===== config.mk =====
export PLATFORM = sky130hd
export DESIGN_NAME = prefetch_queue
export DESIGN_NICKNAME = d
export VERILOG_FILES = /design/src/rtl/prefetch_queue.sv
export SDC_FILE = /design/constraint.sdc
export NUM_CORES = 1
export LEC_CHECK = 0
export ABC_CLOCK_PERIOD_IN_PS = 2400
export CAP_MARGIN = 15
export CORE_UTILIZATION = 47
export CTS_CLUSTER_DIAMETER = 80
export DETAILED_ROUTE_END_ITERATION = 12
export HOLD_SLACK_MARGIN = 0.06
export PLACE_DENSITY = 0.76
export SYNTH_ARGS = -nofsm -noshare
export SYNTH_HDL_FRONTEND = slang
export SYNTH_SLANG_ARGS = --single-unit

===== constraint.sdc =====
create_clock -name phi1 -period 2.4 [get_ports phi1]
set_input_delay 0.48 -clock phi1 [delete_from_list [all_inputs] [get_ports phi1]]
set_output_delay 0.48 -clock phi1 [all_outputs]
set_load 0.005 [all_outputs]

===== src/rtl/prefetch_queue.sv =====
// prefetch_queue
// Instruction-byte prefetcher that sits upstream of the 6502 fetcher. It reads
// memory sequentially, keeps the bytes in a small FIFO, and hands them to the
// consumer in program order through a valid/ready handshake. A flush moves the
// fetch stream to a new address after a branch or jump. A hold stops new reads
// while the fetcher is using the bus.
//
// Ports
//   phi1        clock; all state changes on its rising edge
//   reset       asynchronous, active-high reset
//   mem_addr    registered read address
//   mem_rd      registered read strobe
//   mem_data    read data, valid in the same cycle as mem_rd
//   hold        suppresses new reads while the fetcher owns the bus
//   flush       drops the queued bytes and restarts fetching at flush_addr
//   flush_addr  new fetch address
//   byte_out    byte at the head of the queue
//   byte_valid  byte_out is valid (level != 0)
//   byte_ready  consumer takes byte_out at this edge
//   head_pc     address of byte_out
//   level       number of entries held
//   full        level == DEPTH
module prefetch_queue #(
    parameter int REG_WIDTH  = 8,
    parameter int ADDR_WIDTH = 16,
    parameter int DEPTH      = 4,
    parameter logic [ADDR_WIDTH-1:0] RESET_PC = ADDR_WIDTH'(16'h8000)
) (
    input  logic                         phi1,
    input  logic                         reset,
    output logic [ADDR_WIDTH-1:0]        mem_addr,
    output logic                         mem_rd,
    input  logic [REG_WIDTH-1:0]         mem_data,
    input  logic                         hold,
    input  logic                         flush,
    input  logic [ADDR_WIDTH-1:0]        flush_addr,
    output logic [REG_WIDTH-1:0]         byte_out,
    output logic                         byte_valid,
    input  logic                         byte_ready,
    output logic [ADDR_WIDTH-1:0]        head_pc,
    output logic [$clog2(DEPTH):0]       level,
    output logic                         full
);

    localparam int PTR_W   = $clog2(DEPTH);
    localparam int LEVEL_W = PTR_W + 1;
    localparam logic [LEVEL_W-1:0] DEPTH_LVL = LEVEL_W'(DEPTH);

    typedef enum logic [1:0] {
        BOOT = 2'd0,
        RUN  = 2'd1,
        HOLD = 2'd2
    } state_t;

    state_t               state;
    logic [REG_WIDTH-1:0] fifo [DEPTH];
    logic [PTR_W-1:0]     wr_ptr;
    logic [PTR_W-1:0]     rd_ptr;
    logic                 push;
    logic                 pop;
    logic [LEVEL_W-1:0]   next_level;

    // A read strobed in this cycle is always pushed at the next edge. Only one
    // read is ever outstanding, so deciding the next strobe from next_level
    // is enough to keep the FIFO from overflowing.
    always_comb begin
        push       = mem_rd;
        pop        = byte_valid && byte_ready;
        next_level = level + LEVEL_W'(push) - LEVEL_W'(pop);
    end

    // byte_out is a mux over register contents with no path from any input.
    // This is what allows a byte to be taken in the same cycle it is presented.
    assign byte_out = fifo[rd_ptr];

    always_ff @(posedge phi1 or posedge reset) begin
        if (reset) begin
            state      <= BOOT;
            mem_addr   <= RESET_PC;
            mem_rd     <= 1'b0;
            head_pc    <= RESET_PC;
            level      <= '0;
            byte_valid <= 1'b0;
            full       <= 1'b0;
            wr_ptr     <= '0;
            rd_ptr     <= '0;
            for (int i = 0; i < DEPTH; i++) begin
                fifo[i] <= '0;
            end
        end else begin
            case (state)
                BOOT: begin
                    // One idle cycle after reset. No read is issued here.
                    state <= RUN;
                    if (flush) begin
                        mem_addr <= flush_addr;
                        head_pc  <= flush_addr;
                    end
                end
                default: begin
                    state <= hold ? HOLD : RUN;
                    if (flush) begin
                        // Redirect. Any in-flight byte and any pop at this
                        // edge are dropped. The first new read issues one edge later.
                        level      <= '0;
                        byte_valid <= 1'b0;
                        full       <= 1'b0;
                        wr_ptr     <= '0;
                        rd_ptr     <= '0;
                        mem_addr   <= flush_addr;
                        head_pc    <= flush_addr;
                        mem_rd     <= 1'b0;
                    end else begin
                        if (push) begin
                            fifo[wr_ptr] <= mem_data;
                            wr_ptr       <= wr_ptr + PTR_W'(1);
                            mem_addr     <= mem_addr + ADDR_WIDTH'(1);
                        end
                        if (pop) begin
                            rd_ptr  <= rd_ptr + PTR_W'(1);
                            head_pc <= head_pc + ADDR_WIDTH'(1);
                        end
                        level      <= next_level;
                        byte_valid <= (next_level != '0);
                        full       <= (next_level == DEPTH_LVL);
                        mem_rd     <= !hold && (next_level < DEPTH_LVL);
                    end
                end
            endcase
        end
    end

endmodule

; After elaboration in Yosys (flattened, before gate mapping)
; Index checks and enable logic that the tools add are counted.
[op_classes]
add_sub_neg = 6
n_lt_le_gt_ge = 4
n_eq_ne = 2
n_mux = 23
n_bitwise = 4
n_reduce_logical = 13
[ops]
columns = op, count
row1 = 16-bit 2-to-1 mux, 7
row2 = "16-bit by 1-bit adder with 16-bit output, second input constant", 2
row3 = 32-bit bitwise mux, 1
row4 = 8-bit 2-to-1 mux, 3
row5 = 8-bit binary-select mux with 2-bit select, 1
row6 = 8-bit demux with 2-bit select, 1
row7 = 2-bit 2-to-1 mux, 6
row8 = 2-bit AND reduction, 4
row9 = "3-bit greater-or-equal comparator, second input constant", 2
row10 = 2-bit inverter with 3-bit output, 2
row11 = "2-bit by 1-bit adder with 2-bit output, second input constant", 2
row12 = 2-bit nonzero test, 2
row13 = 3-bit by 1-bit adder with 3-bit output, 1
row14 = "3-bit equality test, second input constant", 1
row15 = 1-bit logical AND, 3
row16 = "3-bit by 1-bit < comparator with 1-bit output, second input constant", 1
row17 = "3-bit < comparator, second input constant", 1
row18 = 1-bit 2-to-1 mux, 3
row19 = 3-bit 2-to-1 mux, 1
row20 = 3-bit AND reduction, 1
row21 = 3-bit nonzero test, 1
row22 = 3-bit by 1-bit subtractor with 3-bit output, 1
row23 = 2-bit logical NOT, 1
row24 = "2-bit inequality test, second input constant", 1
row25 = other kinds (2), 3
[word_totals]
ff_bits = 76
input_bits = 29
output_inout_bits = 46

; Longest topological paths before layout
; Gate-level depths: netlist of run 1.
[logic_depth]
depth_word = 6
mapped_depth = 11
mapped_depth_nobuf = 11

; Worst setup path after synthesis of run 1
; Ideal clock, no wire load.
[synth_path]
kind = input-to-reg
from = input port byte_ready
to = register full
arrival_ps = 2108
required_time_ps = 2279
setup_slack_ps = 171
stages = 11
path_buffers = 0
cell_sequence = nand2_1 -> inv_1 -> ha_1 -> inv_1 -> ha_1 -> inv_1 -> fa_1 -> xor2_1 -> xnor2_1 -> nor2_1 -> a22o_1
[synth_between]
elab_chain_len = 4
[synth_lines]
columns = item, line
row1 = start: declaration, 39  ; input logic byte_ready,
row2 = 1-bit logical AND, 68  ; pop = byte_valid && byte_ready;
row3 = 3-bit by 1-bit subtractor with 3-bit output, 69  ; next_level = level + LEVEL_W'(push) - LEVEL_W'(pop);
row4 = 3-bit equality test, 125  ; full <= (next_level == DEPTH_LVL);
row5 = 1-bit 2-to-1 mux, 102  ; if (flush) begin
row6 = end signal: assignment, 125
row7 = end: declaration, 42  ; output logic full
; Every way passes these cells.
; A chain may end at the register's enable or synchronous reset.

; Worst setup path in the final report of run 1
[layout_path]
from = register rd_ptr[0]
to = output port byte_out[6]
[layout_between]
elab_chain_len = 4
[layout_lines]
columns = item, line
row1 = start: declaration, 58  ; logic [PTR_W-1:0] rd_ptr;
row2 = start signal: assignment, 120  ; rd_ptr <= rd_ptr + PTR_W'(1);
row3 = 2-bit inverter with 3-bit output (implied by the code), 74  ; assign byte_out = fifo[rd_ptr];
row4 = 8-bit binary-select mux with 2-bit select, 74
row5 = 8-bit 2-to-1 mux (implied by the code) (2 in series), 74
row6 = end: declaration, 37  ; output logic [REG_WIDTH-1:0] byte_out,
; Every way passes these cells. The select of a mux whose other input is x is not followed.

==> results.md, run 1 <==
- Final net count: 489
- Sequential area share after synthesis: 47.9%
- Initial antenna violation count: 0
- Vias in the first global route: 3217
- Minimum clock period after layout: 2.33 ns
- Tot Pwr: 4870 µW
- Core Area: 8220 µm²
- Max Clock Skew: 0.00952 ns
- Final setup margin: 0.0741 ns
- Final Hold Vio Count: 0
- Hold Crit Class: primary input to async pin
- VDD IR max: 0.408 mV
- TritonCTS Sinks: 76
- CTS buffer count: 9
- Status: finished, final reports clean
- Syn avg cell area: 10.9 µm²
- FP Rows: 33
- DR vias: 3344
- Cells after Synth: 364
- Crit path cell chain: buf_12, mux4_2, clkdlybuf4s50_1
- Slew at the pin with the worst max-slew slack: 0.597 ns
- Endpoints failing setup: 0
- CTS max path bufs: 2
- First-pass GRT wire length: 15.9 mm
- Total Wirelength: 9.95 mm
- Max-slew violations: 0
- Hold_ws: 0.491 ns
- Worst skew pair latency: 0.35 ns
- Fmax: 430 MHz
- DRT iter0 DRCs: 157
- Post-route ant nets: 0
- Yosys reg bits: 76
- Ys flop type: dfrtp_1
- Worst Setup End Kind: primary output
- Chip width: 94.0 µm
- Most instantiated library cell after synthesis: dfrtp_1
- Unique cell type count in the Yosys netlist: 57
- TritonRoute pass-1 iters: 4
- Vias per cell: 5.96
- Die height: 94.0 µm
- Pre-CTS WS: -0.381 ns
- Synthesized area: 3980 µm²
- Share of cells above drive strength 1: 21.7%
- Port Buffers: 74
- Post-synth EDFFs: 0
- Total die area: 8840 µm²
- Drt drc: 0
- Leakage power: 0.00214 µW
- Final Cycle Share: 96.9%
- Initial Util: 48.4%
- CTS root buf: clkbuf_8
- Top cells by area, synth: dfrtp_1, mux2_2, mux4_2, a21oi_1, nor2_1
- Crit path required time: 1.92 ns
- Buffers plus inverters on the worst setup path: 2
- Placed inst area: 4940 µm²
- Worst slew margin: 60.2%
- Io pins: 75
- Total global-route track usage: 23.6%
- Average routed wire per standard cell: 17.7 µm
- DP Wirelength: 7.23 mm
- Critical path type: register to primary output
- Post-synth top area share: 46.6%
- CP startpoint kind: register
- Top cells by count, synth: dfrtp_1, mux2_2, nor2_1
- Post-Syn Nets: 402
- Diodes inserted: 0
- Max incr delay on CP: 0.51 ns
- H-tree levels: 3
- Synth async-reset ratio: 100%
- RSZ-0062 raised after global routing: false
- Clk slew on worst S/H paths: 0.08 ns
- CP max stage cell: mux4_2
- Gr ovfl total: 0
- Yosys warning total: 0
- Fin area: 5190 µm²
- Critical path data arrival time: 1.85 ns
- Cell family with most CP delay: buffers and inverters
- Power Density: 938 nW/µm²
- CTS tree: built
- Synth area leader: dfrtp_1
- Layout area overhead: 30.5%
- Crit-path max FO: 5
- Max-cap violations: 0
- GP Congestion: 0.870
- Largest net degree at the start of global routing: 34
==> layout by cell type, fill, tap and decap left out, types with 3 or more instances in the layout <==
cell type	count
a211oi_1	3
a21oi_1	23
a22o_1	3
a311oi_1	6
a31oi_1	9
and2_1	3
and3_1	6
and4_1	6
buf_12	4
buf_4	18
clkbuf_8	9
clkdlybuf4s50_1	74
clkinvlp_4	3
dfrtp_1	73
ha_1	8
inv_1	9
mux2_2	32
mux4_2	8
nand2_1	22
nand3_1	13
nand3_2	4
nand4_1	4
nor2_1	27
nor3_1	12
o21ai_0	12
o22a_1	5
o22ai_1	9
o31a_1	3
o32a_1	3
==> through the flow <==
| step | TNS [ns] | instances | utilization [%] |
|---|---|---|---|
| finish | 0 | 561 | 63.2 |
| detailed placement | -1.25 | 543 | 60.1 |
| global route | 0 | 561 | 63.2 |
| CTS | 0 | 561 | 62.9 |
| global placement | -1.01 | 543 | 60.1 |
| floorplan | 0 | 364 | - |
==> what timing repair did <==
action / CTS / global route
resized for setup: 1 / 5
hold buffers: 0 / 0
pin swaps: 0 / 1
gates cloned: 0 / 0
endpoints found under the setup margin: 6 / 3
setup buffers: 2 / 0
==> layout make-up <==
type                       count  area [µm²]
tap                          105         131
inverter                      11        45.0
multi-input combinational    257        1950
clock inverter                 7        82.6
clock buffer                   9         124
fill                         657        3030
timing repair buffer          96         956
sequential                    76        1910
==> logic make-up (layout without fill, tap and decap cells) <==
| group | count (synthesis) | in the layout | share of synthesized area (%) |
|---|---|---|---|
| simple gates | 109 | 109 | 14.5 |
| compound gates | 94 | 94 | 16.2 |
| flops | 76 | 76 | 47.9 |
| mux | 41 | 41 | 13.8 |
| buf+inv | 31 | 123 | 3.68 |
| fa+ha+maj | 9 | 9 | 3.02 |
| xor+xnor | 4 | 4 | 0.881 |
==> flip-flops by register name, indices dropped and copies added (netlist names) <==
register	cells
head_pc	16
byte_valid	1
level	3
fifo	32
mem_rd	1
full	1
mem_addr	16
rd_ptr	2
state	2
wr_ptr	2
==> per-layer routing <==
layer  global-route usage, %  part of all wire (%)  wire, µm  up-vias
li1                        -                     -         -     1540
met1                    31.6                    44      4390     1665
met2                    38.3                    48      4770      119
met3                    4.69                   5.7       569       20
met4                    8.21                   2.2       218        0
met5                       0                     0         0        -
==> worst paths after layout <==
check | start | end | slack (ns) | depth (start not counted)
max | rd_ptr[0]$_DFFE_PP0P_ | byte_out[6] | 0.07 | 3
min | reset | wr_ptr[1]$_DFFE_PP0P_ | 0.49 | 2
min reg2reg | fifo[20]$_DFFE_PP0P_ | fifo[20]$_DFFE_PP0P_ | 0.51 | 1
max in group asynchronous | reset | head_pc[15]$_DFFE_PP1P_ | 1.33 | 3
max reg2reg | byte_valid$_DFFE_PP0N_ | full$_DFFE_PP0N_ | 0.29 | 11
min in group phi1 | fifo[20]$_DFFE_PP0P_ | fifo[20]$_DFFE_PP0P_ | 0.51 | 1
==> report_power, final <==
part | leakage (µW) | total (µW) | internal [µW] | switching, µW
registers | 0.000935 | 1980 | 1630 | 345
clock network | 0.0000984 | 1010 | 496 | 518
logic | 0.00111 | 1880 | 1120 | 762
==> worst register-to-register path: stages, from the launching register on <==
cell and delay (ns):
dfrtp_1 0.39, nand2_2 0.09, inv_2 0.04, ha_1 0.26, inv_1 0.05, ha_1 0.13
inv_1 0.05, fa_2 0.34, xor2_2 0.17, xnor2_2 0.20, nor2_1 0.08, a22o_1 0.19
No activity file was read; power rests on OpenSTA's default activity.
==> run 2, diff against run 1 <==
==> config.mk (replaced) <==
export PLATFORM = sky130hd
export DESIGN_NAME = prefetch_queue
export DESIGN_NICKNAME = d
export VERILOG_FILES = /design/src/rtl/prefetch_queue.sv
export SDC_FILE = /design/constraint.sdc
export NUM_CORES = 1
export LEC_CHECK = 0
export ABC_CLOCK_PERIOD_IN_PS = 2300
export CAP_MARGIN = 15
export CORE_UTILIZATION = 52
export CTS_CLUSTER_DIAMETER = 80
export DETAILED_ROUTE_END_ITERATION = 12
export HOLD_SLACK_MARGIN = 0.06
export PLACE_DENSITY = 0.8
export SYNTH_ARGS = -nofsm -noshare
export SYNTH_HDL_FRONTEND = slang
export SYNTH_SLANG_ARGS = --single-unit
==> constraint.sdc (replaced) <==
create_clock -name phi1 -period 2.3 [get_ports phi1]
set_input_delay 0.46 -clock phi1 [delete_from_list [all_inputs] [get_ports phi1]]
set_output_delay 0.46 -clock phi1 [all_outputs]
set_load 0.005 [all_outputs]
==> run 2 against run 1 <==
Sequential power rose by 5%. Non-clock buffer count rose by 6. Critical path depth fell by 1. First-iteration DRC count rose by 79%. Global-route usage rose by 3.3 points. Clock power fell by 16%. Clock skew fell by 0.0028 ns. Final area fell by 1.0%. Register-to-register slack got worse by 0.10 ns. Wire length fell by 1.0%.
==> results.md, run 2 (same netlist as run 1, synthesis figures left out) <==
- Total Wirelength: 9.85 mm
- Layout Cells excl Fill: 560
- Max incr delay on CP: 0.52 ns
- Multi-input logic area: 1940 µm²
- Setup TNS: 0 ns
- Drt drc: 0
- DP Wirelength: 7.17 mm
- Port Buffers: 74
- Final Hold Vio Count: 0
- CTS max path bufs: 2
- Max reg flops: 32
- Worst Setup End Kind: primary output
- Share of cells above drive strength 1: 22.3%
- Pre-CTS WS: -0.488 ns
- First-pass GRT wire length: 16.0 mm
- Max Clock Skew: 0.00674 ns
- Power Density: 946 nW/µm²
- Top reg by flops: fifo
- Die height: 89.5 µm
- Final Cycle Share: 98.7%
- Final setup margin: 0.0306 ns
- Worst slew margin: 51.0%
- Internal power: 3230 µW
- Hold_ws: 0.444 ns
- Chip width: 89.5 µm
- GP Congestion: 0.937
- Clk slew on worst S/H paths: 0.08 ns
- CTS root buf: clkbuf_8
- DRT iter0 DRCs: 281
- Critical path data arrival time: 1.81 ns
- Minimum clock period after layout: 2.27 ns
- Crit-path max FO: 7
- Largest net degree at the start of global routing: 61
- TritonCTS Sinks: 76
- Commonest non-fill, non-tap cells in the layout: dfrtp_1, clkdlybuf4s50_1, mux2_2
- Initial Util: 54.3%
- Vias in the first global route: 3281
- Core Area: 7330 µm²
- Initial antenna violation count: 0
- Diodes inserted: 0
- CTS tree: built
- Crit path required time: 1.84 ns
- Endpoints failing setup: 0
- Layout area overhead: 29.2%
- Flop pwr share: 42.6%
- Post-layout util: 70.1%
- Most common cell after layout, fill and taps aside: dfrtp_1
- Placed cell count: 540
- Critical path type: register to primary output
- Fmax: 441 MHz
- Switching part of the total power: 33.6%
- Average routed wire per standard cell: 17.6 µm
- Gr ovfl total: 0
- Io pins: 75
- Fillers: 530
- Clk pwr share: 17.5%
- Total global-route track usage: 26.9%
- Worst skew pair latency: 0.35 ns
- Max-slew violations: 0
- DR vias: 3402
- Max-cap violations: 0
- Post-route ant nets: 0
- Vias per cell: 6.08
- Register area: 1910 µm²
- P_sw: 1640 µW
- FP Rows: 31
- VDD IR max: 0.664 mV
- Largest regs: fifo: 32 flops, head_pc: 16 flops, mem_addr: 16 flops
- TritonRoute pass-1 iters: 5
- CP startpoint kind: register
- Leakage power: 0.00215 µW
- Total die area: 8000 µm²
- Slew at the pin with the worst max-slew slack: 0.733 ns
- CTS buffer count: 9
- H-tree levels: 3
- Hold buffer count at cts: 0
- Comb pwr share: 39.9%
- Final net count: 495
- CP max stage cell: mux4_2
- Status: finished, final reports clean
- Hold Crit Class: primary input to async pin
- Crit path cell chain: mux4_2, clkdlybuf4s50_1
==> run 2: cell count changes in the layout (fill, tap and decap cells not counted), sizes merged <==
cell / before / now
buf: 22 / 28
clkdlybuf4s50: 74 / 69
dlygate4sd2: 0 / 4
inv: 13 / 10
clkinv: 1 / 3
bufinv: 1 / 0
clkbuf: 9 / 10
dlymetal6s2s: 0 / 1
==> run 2: layer usage <==
metal	track usage (%)	share of wire [%]	vias to the layer above
met1	37.6	44	1677
met3	3.23	5.7	19
li1	-	-	1564
met5	0	0	-
met2	42.8	49	142
met4	11.7	1.8	0
==> run 2: what timing repair did <==
| item | 4_1_cts | 5_1_grt |
|---|---|---|
| pin swaps | 2 | 2 |
| endpoints found under the setup margin | 11 | 7 |
| resized for setup | 7 | 4 |
| setup buffers | 2 | 3 |
==> run 2: worst paths after layout <==
check / from / endpoint / slack (ns) / depth (start not counted)
max: rd_ptr[0]$_DFFE_PP0P_ / byte_out[5] / 0.03 / 2
min: reset / fifo[14]$_DFFE_PP0P_ / 0.44 / 2
max reg2reg: byte_valid$_DFFE_PP0N_ / full$_DFFE_PP0N_ / 0.19 / 11
min reg2reg: fifo[24]$_DFFE_PP0P_ / fifo[24]$_DFFE_PP0P_ / 0.51 / 1
max in group asynchronous: reset / mem_addr[15]$_DFFE_PP1P_ / 1.19 / 3
min in group phi1: fifo[24]$_DFFE_PP0P_ / fifo[24]$_DFFE_PP0P_ / 0.51 / 1
==> run 2: critical path: cells and delay by family (launching register included) <==
family	cells	cell delay (ns)
buffers and inverters	1	0.46
muxes	1	0.52
DFF	1	0.48
==> run 2: cell type report <==
type / instances / share of cell area (%)
clock inverter: 5 / 0.584
multi-input combinational: 257 / 37.8
tap: 99 / 2.41
inverter: 11 / 0.877
sequential: 76 / 37.1
clock buffer: 10 / 2.48
timing repair buffer: 102 / 18.7
==> run 2: per-stage QoR <==
stage / instance area, µm² / total power (µW)
floorplan: 3980 / 3060
global placement: 4930 / 3890
detailed placement: 4930 / 3970
CTS: 5100 / 4830
global route: 5140 / 5170
finish: 5140 / 4860
==> run 2: power groups by stage <==
stage	logic [µW]	registers, µW	clock network, µW
6_report	1940	2070	852
3_3_place_gp	1840	2050	0
5_1_grt	2130	2120	926
3_5_place_dp	1890	2080	0
2_1_floorplan	1070	1990	0
4_1_cts	1910	2060	871
==> run 3, diff against run 2 <==
==> constraint.sdc (replaced) <==
create_clock -name phi1 -period 2.3 [get_ports phi1]
set_input_delay 0.46 -clock phi1 [delete_from_list [all_inputs] [get_ports phi1]]
set_output_delay 0.46 -clock phi1 [all_outputs]
set_load 0.01 [all_outputs]
==> run 3 against run 2 <==
Global-route usage is 1.2 points lower. First-iteration DRC count is 37% lower. Sequential share of layout area is 0.14 points lower. Combinational power is 6% higher. Via count is 1.2% lower. Clock-buffer cell count is 2 higher. Worst hold slack better by 0.060 ns. Critical path type unchanged. Largest power group is now combinational logic.
==> results.md, run 3 (same netlist as run 1, synthesis figures left out) <==
- Status: finished, final reports clean
- Most common cell after layout, fill and taps aside: dfrtp_1
- Final Cycle Share: 97.8%
- DP Wirelength: 6.85 mm
- Max Clock Skew: 0.0120 ns
- Initial Util: 54.3%
- Io pins: 75
- CTS buffer count: 9
- Post-layout util: 70.4%
- Fillers: 522
- Largest regs: fifo: 32 flops, head_pc: 16 flops, mem_addr: 16 flops
- Layout area overhead: 29.7%
- TritonRoute pass-1 iters: 4
- Chip width: 89.5 µm
- Placed inst area: 4920 µm²
- Post-route ant nets: 0
- DRT iter0 DRCs: 176
- FP Rows: 31
- VDD IR max: 0.607 mV
- RSZ-0062 raised after global routing: true
- CP startpoint kind: register
- Commonest non-fill, non-tap cells in the layout: dfrtp_1, clkdlybuf4s50_1, mux2_2
- Leakage power: 0.00221 µW
- Clk slew on worst S/H paths: 0.08 ns
- Total die area: 8000 µm²
- Port Buffers: 74
- Max reg flops: 32
- Tot Pwr: 5040 µW
- Flop pwr share: 40.6%
- Critical path type: register to primary output
- Multi-input logic area: 1930 µm²
- Die height: 89.5 µm
- Vias per cell: 5.99
- Endpoints failing setup: 0
- CTS tree: built
- GP Congestion: 0.903
- Initial antenna violation count: 0
- Largest net degree at the start of global routing: 77
- Max-cap violations: 0
- TritonCTS Sinks: 76
- Fmax: 445 MHz
- Slew at the pin with the worst max-slew slack: 0.750 ns
- Hold Crit Class: register to register
- Total Wirelength: 9.65 mm
- Power Density: 978 nW/µm²
- Minimum clock period after layout: 2.25 ns
- H-tree levels: 3
- P_sw: 1730 µW
- Switching part of the total power: 34.3%
- Worst Setup End Kind: primary output
- CTS max path bufs: 2
- Top reg by flops: fifo
- Critical path data arrival time: 1.79 ns
- Clk pwr share: 18.7%
- Drt drc: 0
- Comb pwr share: 40.8%
- Internal power: 3310 µW
- Crit path required time: 1.84 ns
- Worst slew margin: 49.9%
- Crit-path max FO: 5
- CTS root buf: clkbuf_8
- Core Area: 7330 µm²
- DR vias: 3362
- Final Hold Vio Count: 0
- Register area: 1910 µm²
- Max-slew violations: 0
- Fin area: 5160 µm²
- Gr ovfl total: 0
- Average routed wire per standard cell: 17.2 µm
- Final net count: 495
- Vias in the first global route: 3119
- First-pass GRT wire length: 15.6 mm
- Total global-route track usage: 25.8%
- Share of cells above drive strength 1: 21.9%
- Diodes inserted: 0
- Worst skew pair latency: 0.35 ns
run 3: changes by cell type in the layout (fill, tap and decap cells not counted), moves of 2 or more:
cell / before / now
dlymetal6s2s_1: 1 / 4
clkinvlp_4: 3 / 1
clkdlybuf4s50_1: 69 / 67
clkbuf_8: 9 / 11
run 3: what timing repair did:
action / CTS / global route
setup buffers: 3 / 3
cloned: 0 / 0
pin swaps: 1 / 1
endpoints found under the setup margin: 11 / 9
hold buffers: 0 / 0
gates resized for setup: 5 / 5
run 3: worst paths after layout:
path | startpoint | to | slack (ns) | depth (start not counted)
max | rd_ptr[0]$_DFFE_PP0P_ | byte_out[5] | 0.05 | 2
min | fifo[17]$_DFFE_PP0P_ | fifo[17]$_DFFE_PP0P_ | 0.50 | 1
max reg2reg | byte_valid$_DFFE_PP0N_ | full$_DFFE_PP0N_ | 0.11 | 11
min reg2reg | fifo[17]$_DFFE_PP0P_ | fifo[17]$_DFFE_PP0P_ | 0.50 | 1
max in group asynchronous | reset | mem_addr[15]$_DFFE_PP1P_ | 1.39 | 3
min in group asynchronous | reset | fifo[1]$_DFFE_PP0P_ | 0.55 | 3
run 3: critical path, cell delays in order, from the launching register on:
cell             delay (ns)
dfrtp_2                0.44
mux4_2                 0.52
clkdlybuf4s50_1        0.49
run 3: cell type report:
type	instances	area share [%]
Inverter	11	0.873
Multi-Input combinational cell	257	37.5
Clock buffer	12	3.01
Timing Repair Buffer	102	18.8
Clock inverter	4	0.461
Tap cell	99	2.40
Sequential cell	76	37.0
run 3: power groups by stage:
stage	Clock (µW)	Sequential, µW	Combinational (µW)
global route	1010	2100	2250
detailed placement	0	2060	2000
finish	941	2050	2060
global placement	0	2040	1950
CTS	944	2040	2040
floorplan	0	2060	1100
run 3: per-layer routing:
metal | track usage, % | part of all wire (%)
met5 | 0 | 0
met4 | 9.09 | 1.3
met3 | 4.34 | 5.8
met2 | 38.5 | 47
met1 | 38.2 | 46
run 3: through the flow:
step | setup slack, ns | hold slack, ns | std cells | setup TNS (ns)
after floorplan | 0.0701 | 0.474 | 364 | 0
after global placement | -0.416 | 0.482 | 539 | -1.41
after detailed placement | -0.537 | 0.490 | 539 | -1.90
after CTS | 0.000919 | 0.508 | 558 | 0
after global routing | -0.0290 | 0.524 | 561 | -0.0307
final | 0.0504 | 0.504 | 561 | 0
